<file path="config.mk">
export PLATFORM = sky130hd
export DESIGN_NAME = d7seg_scan_flat
export DESIGN_NICKNAME = d
export VERILOG_FILES = /design/src/rtl/d7seg_scan_if.sv /design/src/rtl/d7seg_scan.sv /design/src/flat_wrapper.sv
export SDC_FILE = /design/constraint.sdc
export NUM_CORES = 1
export LEC_CHECK = 0
export CORE_MARGIN = 5
export CORE_UTILIZATION = 42
export DETAILED_ROUTE_END_ITERATION = 10
export GPL_ROUTABILITY_DRIVEN = 0
export PLACE_DENSITY_LB_ADDON = 0.25
export SYNTH_ARGS = -nofsm -noshare
export SYNTH_HDL_FRONTEND = slang
export SYNTH_SLANG_ARGS = --single-unit
</file>
<file path="constraint.sdc">
create_clock -name clk -period 4.5 [get_ports clk]
set_input_delay 1.125 -clock clk [delete_from_list [all_inputs] [get_ports clk]]
set_output_delay 1.125 -clock clk [all_outputs]
set_load 0.02 [all_outputs]
</file>
<file path="src/rtl/d7seg_scan_if.sv">
// Bus between the datapath and the 7-segment scanner: the load-side word and the display pins.
// The master side loads the shadow word and the slave side drives the anodes and segments.
interface d7seg_scan_if #(
  parameter int NDIG = 4
);
  logic              load;
  logic [4*NDIG-1:0] data;
  logic [NDIG-1:0]   dp;
  logic [NDIG-1:0]   dig_en;
  logic [NDIG-1:0]   an;
  logic [6:0]        seg;
  logic              dp_n;
  logic              frame_tick;

  modport master (
    output load, data, dp, dig_en,
    input  an, seg, dp_n, frame_tick
  );

  modport slave (
    input  load, data, dp, dig_en,
    output an, seg, dp_n, frame_tick
  );
endinterface

</file>
<file path="src/rtl/d7seg_scan.sv">
// Multiplexed NDIG-digit common-anode 7-segment driver with a shadow register and an anti-ghost blank window.
// Optional leading-zero blanking is enabled by defining D7SEG_SCAN_LZB_EN.
module d7seg_scan #(
  parameter int NDIG      = 4,
  parameter int SCAN_DIV  = 50000,
  parameter int BLANK_CYC = 16
) (
  input  logic          clk,
  input  logic          rst_n,
  d7seg_scan_if.slave   bus
);

  localparam int PW    = $clog2(SCAN_DIV);
  localparam int IW    = (NDIG > 1) ? $clog2(NDIG) : 1;
  localparam int NSLOT = 1 << IW;
  localparam logic [PW-1:0] PCNT_LAST = PW'(SCAN_DIV - 1);
  localparam logic [IW-1:0] IDX_LAST  = IW'(NDIG - 1);

  generate
    if (NDIG < 1 || NDIG > 8) begin : g_bad_ndig
      $error("d7seg_scan: NDIG must be in 1..8");
    end
    if (SCAN_DIV < 2) begin : g_bad_div
      $error("d7seg_scan: SCAN_DIV must be >= 2");
    end
    if (BLANK_CYC < 0 || BLANK_CYC >= SCAN_DIV) begin : g_bad_blank
      $error("d7seg_scan: BLANK_CYC must be in 0..SCAN_DIV-1");
    end
  endgenerate

  logic [PW-1:0]     pcnt_q, pcnt_d;
  logic [IW-1:0]     idx_q, idx_d;
  logic [4*NDIG-1:0] data_q;
  logic [NDIG-1:0]   dp_q;
  logic [NDIG-1:0]   en_q;
  logic [NDIG-1:0]   an_q, an_d;
  logic [6:0]        seg_q, seg_d;
  logic              dp_n_q, dp_n_d;
  logic              frame_tick_q;
  logic              slot_end;
  logic              wrap;
  logic              in_blank;

  // Per-slot views padded to a power of two so idx_q never indexes past the array.
  logic [3:0]        nib [NSLOT];
  logic [NSLOT-1:0]  en_ext;
  logic [NSLOT-1:0]  dp_ext;
  logic [NSLOT-1:0]  lzb_mask;

  function automatic logic [6:0] decode(input logic [3:0] n);
    logic [6:0] s;
    case (n)
      4'h0: s = 7'b1000000;
      4'h1: s = 7'b1111001;
      4'h2: s = 7'b0100100;
      4'h3: s = 7'b0110000;
      4'h4: s = 7'b0011001;
      4'h5: s = 7'b0010010;
      4'h6: s = 7'b0000010;
      4'h7: s = 7'b1111000;
      4'h8: s = 7'b0000000;
      4'h9: s = 7'b0010000;
      4'hA: s = 7'b0001000;
      4'hB: s = 7'b0000011;
      4'hC: s = 7'b1000110;
      4'hD: s = 7'b0100001;
      4'hE: s = 7'b0000110;
      default: s = 7'b0001110;
    endcase
    return s;
  endfunction

  generate
    for (genvar gi = 0; gi < NSLOT; gi++) begin : g_slot
      if (gi < NDIG) begin : g_real
        assign nib[gi]    = data_q[4*gi +: 4];
        assign en_ext[gi] = en_q[gi];
        assign dp_ext[gi] = dp_q[gi];
      end else begin : g_pad
        assign nib[gi]    = 4'h0;
        assign en_ext[gi] = 1'b0;
        assign dp_ext[gi] = 1'b0;
      end
    end
  endgenerate

`ifdef D7SEG_SCAN_LZB_EN
  // Walk from the most significant digit down; digit 0 is deliberately excluded.
  always_comb begin : lzb_calc
    logic all_zero;
    lzb_mask = '0;
    all_zero = 1'b1;
    for (int k = NDIG - 1; k >= 1; k--) begin
      all_zero    = all_zero && (nib[k] == 4'h0);
      lzb_mask[k] = all_zero;
    end
  end
`else
  assign lzb_mask = '0;
`endif

  assign slot_end = (pcnt_q == PCNT_LAST);
  assign wrap     = slot_end && (idx_q == IDX_LAST);
  assign in_blank = int'(pcnt_q) < BLANK_CYC;

  always_comb begin
    pcnt_d = slot_end ? '0 : pcnt_q + PW'(1);
    idx_d  = idx_q;
    if (slot_end) begin
      idx_d = (idx_q == IDX_LAST) ? '0 : idx_q + IW'(1);
    end
  end

  always_comb begin
    an_d   = '1;
    seg_d  = 7'h7F;
    dp_n_d = 1'b1;
    if (!in_blank && en_ext[idx_q]) begin
      if (lzb_mask[idx_q]) begin
        // A suppressed leading zero keeps its decimal point visible.
        if (dp_ext[idx_q]) begin
          an_d   = ~(NDIG'(1) << idx_q);
          dp_n_d = 1'b0;
        end
      end else begin
        an_d   = ~(NDIG'(1) << idx_q);
        seg_d  = decode(nib[idx_q]);
        dp_n_d = ~dp_ext[idx_q];
      end
    end
  end

  always_ff @(posedge clk or negedge rst_n) begin
    if (!rst_n) begin
      pcnt_q       <= '0;
      idx_q        <= '0;
      data_q       <= '0;
      dp_q         <= '0;
      en_q         <= '0;
      an_q         <= '1;
      seg_q        <= 7'h7F;
      dp_n_q       <= 1'b1;
      frame_tick_q <= 1'b0;
    end else begin
      pcnt_q       <= pcnt_d;
      idx_q        <= idx_d;
      if (bus.load) begin
        data_q <= bus.data;
        dp_q   <= bus.dp;
        en_q   <= bus.dig_en;
      end
      an_q         <= an_d;
      seg_q        <= seg_d;
      dp_n_q       <= dp_n_d;
      frame_tick_q <= wrap;
    end
  end

  assign bus.an         = an_q;
  assign bus.seg        = seg_q;
  assign bus.dp_n       = dp_n_q;
  assign bus.frame_tick = frame_tick_q;

endmodule

</file>
<file path="src/flat_wrapper.sv">
// flat-port wrapper written by rule: the top's interface ports become plain ports
module d7seg_scan_flat 
#(
  parameter int NDIG      = 4,
  parameter int SCAN_DIV  = 50000,
  parameter int BLANK_CYC = 16
)
  (clk, rst_n, bus_load, bus_data, bus_dp, bus_dig_en, bus_an, bus_seg, bus_dp_n, bus_frame_tick);
  d7seg_scan_if #(.NDIG(NDIG)) bus_i ();
  input  logic clk;
  input  logic rst_n;
  input wire logic [$bits(bus_i.load)-1:0] bus_load;
  input wire logic [$bits(bus_i.data)-1:0] bus_data;
  input wire logic [$bits(bus_i.dp)-1:0] bus_dp;
  input wire logic [$bits(bus_i.dig_en)-1:0] bus_dig_en;
  output wire logic [$bits(bus_i.an)-1:0] bus_an;
  output wire logic [$bits(bus_i.seg)-1:0] bus_seg;
  output wire logic [$bits(bus_i.dp_n)-1:0] bus_dp_n;
  output wire logic [$bits(bus_i.frame_tick)-1:0] bus_frame_tick;
  assign bus_i.load = bus_load;
  assign bus_i.data = bus_data;
  assign bus_i.dp = bus_dp;
  assign bus_i.dig_en = bus_dig_en;
  assign bus_an = bus_i.an;
  assign bus_seg = bus_i.seg;
  assign bus_dp_n = bus_i.dp_n;
  assign bus_frame_tick = bus_i.frame_tick;
  d7seg_scan #(.NDIG(NDIG), .SCAN_DIV(SCAN_DIV), .BLANK_CYC(BLANK_CYC)) u_core (.clk(clk), .rst_n(rst_n), .bus(bus_i));
endmodule
</file>
==> impl_results.md, run 1 <==
* Total power at 0.00103 W
* Clk root buf: clkbuf_8
* Min cycle time layout at 2.55 ns
* Post-synth EDFFs at 0
* Max_cap viols at 0
* Final #Nets at ~280
* Largest cells by area after synthesis: dfrtp_1 (40%), dfstp_2 (12%), mux2_2 (11%)
* Leak at around 1.3 nW
* Share of the synthesized area in the top cell type at around two fifths
* Syn Nets at about 240
* Antenna viol nets, final at 0
* Die area at between 8000 and 9000 um2
* Max Fclk at between 0.3 and 0.4 GHz
* Number of global-route vias before repair at between 1500 and 2000
* PwrDens at 320 nW/um2
* Cell family with most CP delay: buffers and inverters
* Cell area after synthesis at between 2000 and 3000 um2
* Worst Reg-to-Reg Cells at 5
* DRC viols at 0
* Final Cycle Share at about 57%
* Status: finished clean
* Synthesized area per cell at between 10 and 15 um2
* Hold Crit Class: flip-flop to flip-flop
* Multi-input logic area at between 1000 and 1500 um2
* Final Max Slew Viols at 0
* Maximum vdd ir drop at 193 uV
* Area Overhead vs Synth at 20.9%
* Critical Path RT at roughly 3.4 ns
* Most common flop cell mapped by yosys: dfrtp_1
* Cell Area, Placed at between 3000 and 4000 um2
* Most frequent cells in the layout: dfrtp_1 (43), clkdlybuf4s50_1 (38), mux2_2 (26)
* Type of element capturing the critical path: output port
* CTS resizes at 0
* Synth Instances at 204
* Via density at roughly 5.2
* Seq/Total Area, Yosys at 52.1%
* DRT Pass-1 Iters at 4
* Cells on Worst Hold Path at 1
* CTS Buf Count at 5
* Worst slew pin tran at about 1.0 ns
* Most common cell after layout, fill and taps aside: dfrtp_1
* #FFs+latches synth at 55
* Area leader, netlist: dfrtp_1
* CP Cell Sequence: clkdlybuf4s50_1
* Largest net degree at the start of global routing at 45
* Clock transition at the registers of the reported paths at 0.09 ns
* Final TNS setup at 0 ns
* Ys async rst share at 100%
* Fin area at about 3200 um2
* Crit path launch type: flip-flop
* Rows at 29
* Final setup vio count at 0
* CTS tree: done
* DRT iter0 DRCs at 46
* Die W at around 90 um
* Critical Path Slowest Stage Cell: clkdlybuf4s50_1
* Ant. Diodes at 0
* Total GRT Usage at between 10% and 20%
* Hpwl dp at 3390 um
* Global route overflow at 0
* Hold slack at about 0.50 ns
* H-tree depth at 2
* First-pass GRT wire length at about 8400 um
* CTS sink cnt at 55
* WL final at 4770 um
* Layout Skew at approximately 0.0073 ns
* Initial antenna violation count at 0
* # hold bufs at CTS at 0
* Worst-case clock buffer depth at 2
* Distinct cells, synth at 32
* Post-CTS setup buffers at 0
* Fin. Hold Viols at 0
* Number of buffers added on ports at 39
* Vias at between 1500 and 2000
* Starting Density at a little over two fifths
* Slew headroom at around a third
* Ratio of cells with drive above 1 in the final layout at between 20 and 25%
* Routed length per instance at around 15 um
* WS Path Type: flip-flop to output port
* Fillers at about 550
* Seq. cell area at 1390 um2
* Critical path depth at 1
* Critical-path maximum fanout at 1
* CP bufs+invs at 1
* Warnings from Yosys at 0
* Total core area at roughly 6300 um2
* Worst path max stage delay at ~0.6 ns
* I/O Pins at 40
* Die span in y at roughly 90 um
* CP Data Arrival Time at ~1.4 ns
* RSZ-0062 raised after global routing: false
* Worst skew pair latency at 0.31 ns
## synth_stat cells (all sizes together), types with 2 or more instances
master,instances
o211ai,4
mux2,28
xnor2,7
nor4,4
dfrtp,43
nor2,11
inv,6
dfstp,12
nand4,5
mux2i,10
o221ai,2
xor2,10
clkbuf,4
nor3,6
nand2,12
o31ai,2
and3,2
buf,3
mux4,6
nand3,9
ha,11
## state kept, by name (all words and copies together), names as in the netlist, 2 cells and up
register,cells
u_core.bus.an,4
u_core.bus.seg,7
u_core.data_q,16
u_core.dp_ext,4
u_core.en_ext,4
u_core.idx_q,2
u_core.pcnt_q,16
## per-stage QoR
| stage | utilization [%] | worst slack [ns] | std cells |
|---|---|---|---|
| 3_3_place_gp | 49.7 | 1.64 | 314 |
| 6_report | 51.4 | 1.95 | 322 |
| 3_5_place_dp | 49.7 | 1.63 | 314 |
| 5_1_grt | 51.4 | 1.90 | 322 |
| 4_1_cts | 51.4 | 1.93 | 322 |
| 2_1_floorplan | - | 2.33 | 204 |
## path summary, 6_finish.rpt
path,start,endpoint,slack (ns)
min in group asynchronous,rst_n,u_core.data_q[9],0.98
max reg2reg,u_core.idx_q[0],u_core.bus.seg[0],2.36
max,u_core.bus.an[0],bus_an[0],1.95
min,u_core.pcnt_q[11],u_core.pcnt_q[11],0.50
min reg2reg,u_core.pcnt_q[11],u_core.pcnt_q[11],0.50
max in group asynchronous,rst_n,u_core.bus.seg[5],2.73
## cell type report
| cell class | instances | area share [%] |
|---|---|---|
| Tap cell | 77 | 2.98 |
| Clock inverter | 1 | 0.930 |
| Multi-Input combinational cell | 136 | 37.8 |
| Clock buffer | 7 | 2.36 |
| Inverter | 6 | 0.698 |
| Timing Repair Buffer | 40 | 12.2 |
| Sequential cell | 55 | 43.1 |
## power breakdown
part	total, W	internal (W)	leakage (nW)	switching (W)
Clock	0.000322	0.000167	0.0524	0.000155
Sequential	0.000553	0.000535	0.658	0.0000174
Combinational	0.000160	0.0000879	0.622	0.0000716
Total	0.00103	0.000790	1.33	0.000244
## cells by family (layout without fill, tap and decap cells)
logic type	Yosys count	in the layout	share of synthesized area, %
flops	55	55	52.1
simple gates	54	54	11.0
mux	44	44	20.9
xor+xnor	17	17	5.58
buf+inv	13	54	2.25
fa+ha+maj	11	11	5.15
compound gates	10	10	3.05
## layer usage
| layer | vias up | global-route usage, % | share of wire (%) |
|---|---|---|---|
| li1 | 808 | - | - |
| met1 | 820 | 17.3 | 46 |
| met2 | 46 | 19.0 | 46 |
| met3 | 6 | 4.01 | 6.3 |
| met4 | 0 | 4.28 | 1.4 |
| met5 | - | 0 | 0 |
Note: power is estimated with default switching activity, not from simulation.
==> run 2, diff against run 1 <==
Clock period 4.5 ns to 2 ns, I/O delays scaled along.
==> run 2 against run 1 <==
Effect of this change: die area unchanged; via count fell by 0.18%; final cell count increased by 1.2%; cell area rose by 1.4%; first-iteration DRC count rose by 41%; wire length down 1.1%; non-clock buffer count grew 4; utilization grew 0.72 points; clock power rose by 100%; critical path type unchanged; critical endpoint is now bus_an[1].
==> impl_results.md, run 2 (synthesized netlist as in run 1, its figures left out) <==
* Max Fclk at between 0.5 and 0.6 GHz
* Clock transition at the registers of the reported paths at 0.10 ns (was 0.09 ns)
* DRT Pass-1 Iters at 4 (unchanged)
* Total GRT Usage at 12.3% (was 12.7%)
* Most common cell after layout, fill and taps aside: dfrtp_1 (unchanged)
* I/O Pins at 40 (unchanged)
* Starting Density at 42.5% (unchanged)
* Number of global-route vias before repair at 1764 (was 1713)
* Fillers at 581 (was 552)
* Hold Crit Class: input pin to asynchronous set/reset pin (was flip-flop to flip-flop)
* Maximum vdd ir drop at 383 uV (was 193 uV)
* PwrDens at 689 nW/um2 (was 320 nW/um2)
* Final #Nets at 286 (was 282)
* First-pass GRT wire length at 8300 um (was 8390 um)
* H-tree depth at 2 (unchanged)
* Rows at 29 (unchanged)
* Cell family with most CP delay: buffers and inverters (unchanged)
* Area Overhead vs Synth at 22.6% (was 20.9%)
* RSZ-0062 raised after global routing: false (unchanged)
* DRC viols at 0 (unchanged)
* Number of buffers added on ports at 39 (unchanged)
* Leak at 1.36 nW (was 1.33 nW)
* Final TNS setup at 0 ns (unchanged)
* Die W at 89.7 um (unchanged)
* Vias at 1677 (was 1680)
* CTS tree: done (unchanged)
* Setup ws final at 0.0677 ns (was 1.95 ns)
* Worst path max stage delay at 0.60 ns (about the same)
* CTS Buf Count at 5 (unchanged)
* Global route overflow at 0 (unchanged)
* Status: finished clean (unchanged)
* Worst skew pair latency at 0.31 ns (about the same)
* Most used routing layer: met2 (unchanged)
* Total core area at 6280 um2 (unchanged)
* M1 GR Usage at 16.5% (was 17.3%)
* Worst slew pin tran at 0.382 ns (was 1.01 ns)
* Layout Skew at 0.00830 ns (was 0.00731 ns)
* Most frequent cells in the layout: dfrtp_1 (42), clkdlybuf4s50_1 (38), mux2_2 (26) (was dfrtp_1 (43), clkdlybuf4s50_1 (38), mux2_2 (26))
* CP Data Arrival Time at 1.43 ns (was 1.42 ns)
* WS Path Type: flip-flop to output port (unchanged)
* Ant. Diodes at 0 (unchanged)
* Critical Path Slowest Stage Cell: clkdlybuf4s50_1 (unchanged)
* Die area at 8050 um2 (unchanged)
* Crit path launch type: flip-flop (unchanged)
* DRT iter0 DRCs at 65 (was 46)
* Largest net degree at the start of global routing at 56 (was 45)
* CP Cell Sequence: clkdlybuf4s50_1 (unchanged)
* Hpwl dp at 3490 um (was 3390 um)
* Final Cycle Share at 96.6%
* Final setup vio count at 0 (unchanged)
* Routed length per instance at 14.5 um (was 14.8 um)
* Ratio of cells with drive above 1 in the final layout at 26.5% (was 24.5%)
* GR met2 Demand/Resource at 19.1% (was 19.0%)
* Die span in y at 89.7 um (unchanged)
* Critical-path maximum fanout at 1 (unchanged)
* Total power at 0.00226 W (was 0.00103 W)
* WL final at 4720 um (was 4770 um)
* Hold slack at 0.173 ns (was 0.500 ns)
* Setup Slack @ Placement at 0.189 ns (was 1.63 ns)
* Min cycle time layout at ~1.9 ns
* Slew headroom at 74.3% (was 32.4%)
* Antenna viol nets, final at 0 (unchanged)
* Clk root buf: clkbuf_8 (unchanged)
* CTS sink cnt at 55 (unchanged)
* CP bufs+invs at 1 (unchanged)
* Final Max Slew Viols at 0 (unchanged)
* Worst-case clock buffer depth at 2 (unchanged)
* GR met3 Demand/Resource at 3.59% (was 4.01%)
* Fin. Hold Viols at 0 (unchanged)
* Max_cap viols at 0 (unchanged)
* Initial antenna violation count at 0 (unchanged)
* Via density at 5.14 (was 5.22)
* Critical Path RT at 1.50 ns (was 3.38 ns)
* Post-CTS setup buffers at 0 (unchanged)
* Type of element capturing the critical path: output port (unchanged)
[run 2: through the flow]
stage	std cells	cell area, um2	utilization [%]
after CTS	326	3270	52.1
after global routing	326	3270	52.1
after detailed placement	318	3180	50.6
final	326	3270	52.1
after floorplan	204	2670	-
after global placement	318	3180	50.6
[run 2: metal layers]
| metal | up-vias | part of all wire [%] |
|---|---|---|
| li1 | 814 | - |
| met1 | 812 | 47 |
| met2 | 46 | 46 |
| met3 | 5 | 5.8 |
| met4 | 0 | 1.0 |
| met5 | - | 0 |
[run 2: what timing repair did]
item	4_1_cts	5_1_grt
setup endpoints to repair	0	1
resized for setup	0	1
hold endpoints to repair	0	0
hold buffers	0	0
[run 2: final cells by class]
type / instances / area, um2 / area share, %
clock buffers: 7 / 86.3 / 2.64
clock inverters: 1 / 8.76 / 0.268
inverters: 6 / 22.5 / 0.688
multi-input cells: 136 / 1220 / 37.2
flip-flops and latches: 55 / 1390 / 42.5
well taps: 77 / 96.3 / 2.94
repair buffers: 44 / 448 / 13.7
[run 2: worst paths after layout]
path | slack [ns] | from | to | depth (start not counted)
worst min register to register | 0.50 | u_core.pcnt_q[0] | u_core.pcnt_q[0] | 1
min in group clk | 0.50 | u_core.pcnt_q[0] | u_core.pcnt_q[0] | 1
worst max register to register | 0.21 | u_core.idx_q[0] | u_core.bus.seg[0] | 5
max in group asynchronous | 1.54 | rst_n | u_core.bus.seg[3] | 2
worst min-delay path | 0.17 | rst_n | u_core.pcnt_q[6] | 2
worst max-delay path | 0.07 | u_core.bus.an[1] | bus_an[1] | 1
[run 2: report_power, final]
| part | switching [W] | internal, W |
|---|---|---|
| clock network | 0.000359 | 0.000285 |
| logic | 0.000164 | 0.000204 |
| registers | 0.0000398 | 0.00120 |
==> run 3, diff against run 2 <==
Settings changed: CTS_CLUSTER_SIZE set to 24.
==> results of run 3 <==
The final DEF is identical to that of run 2; final timing and power are the same.
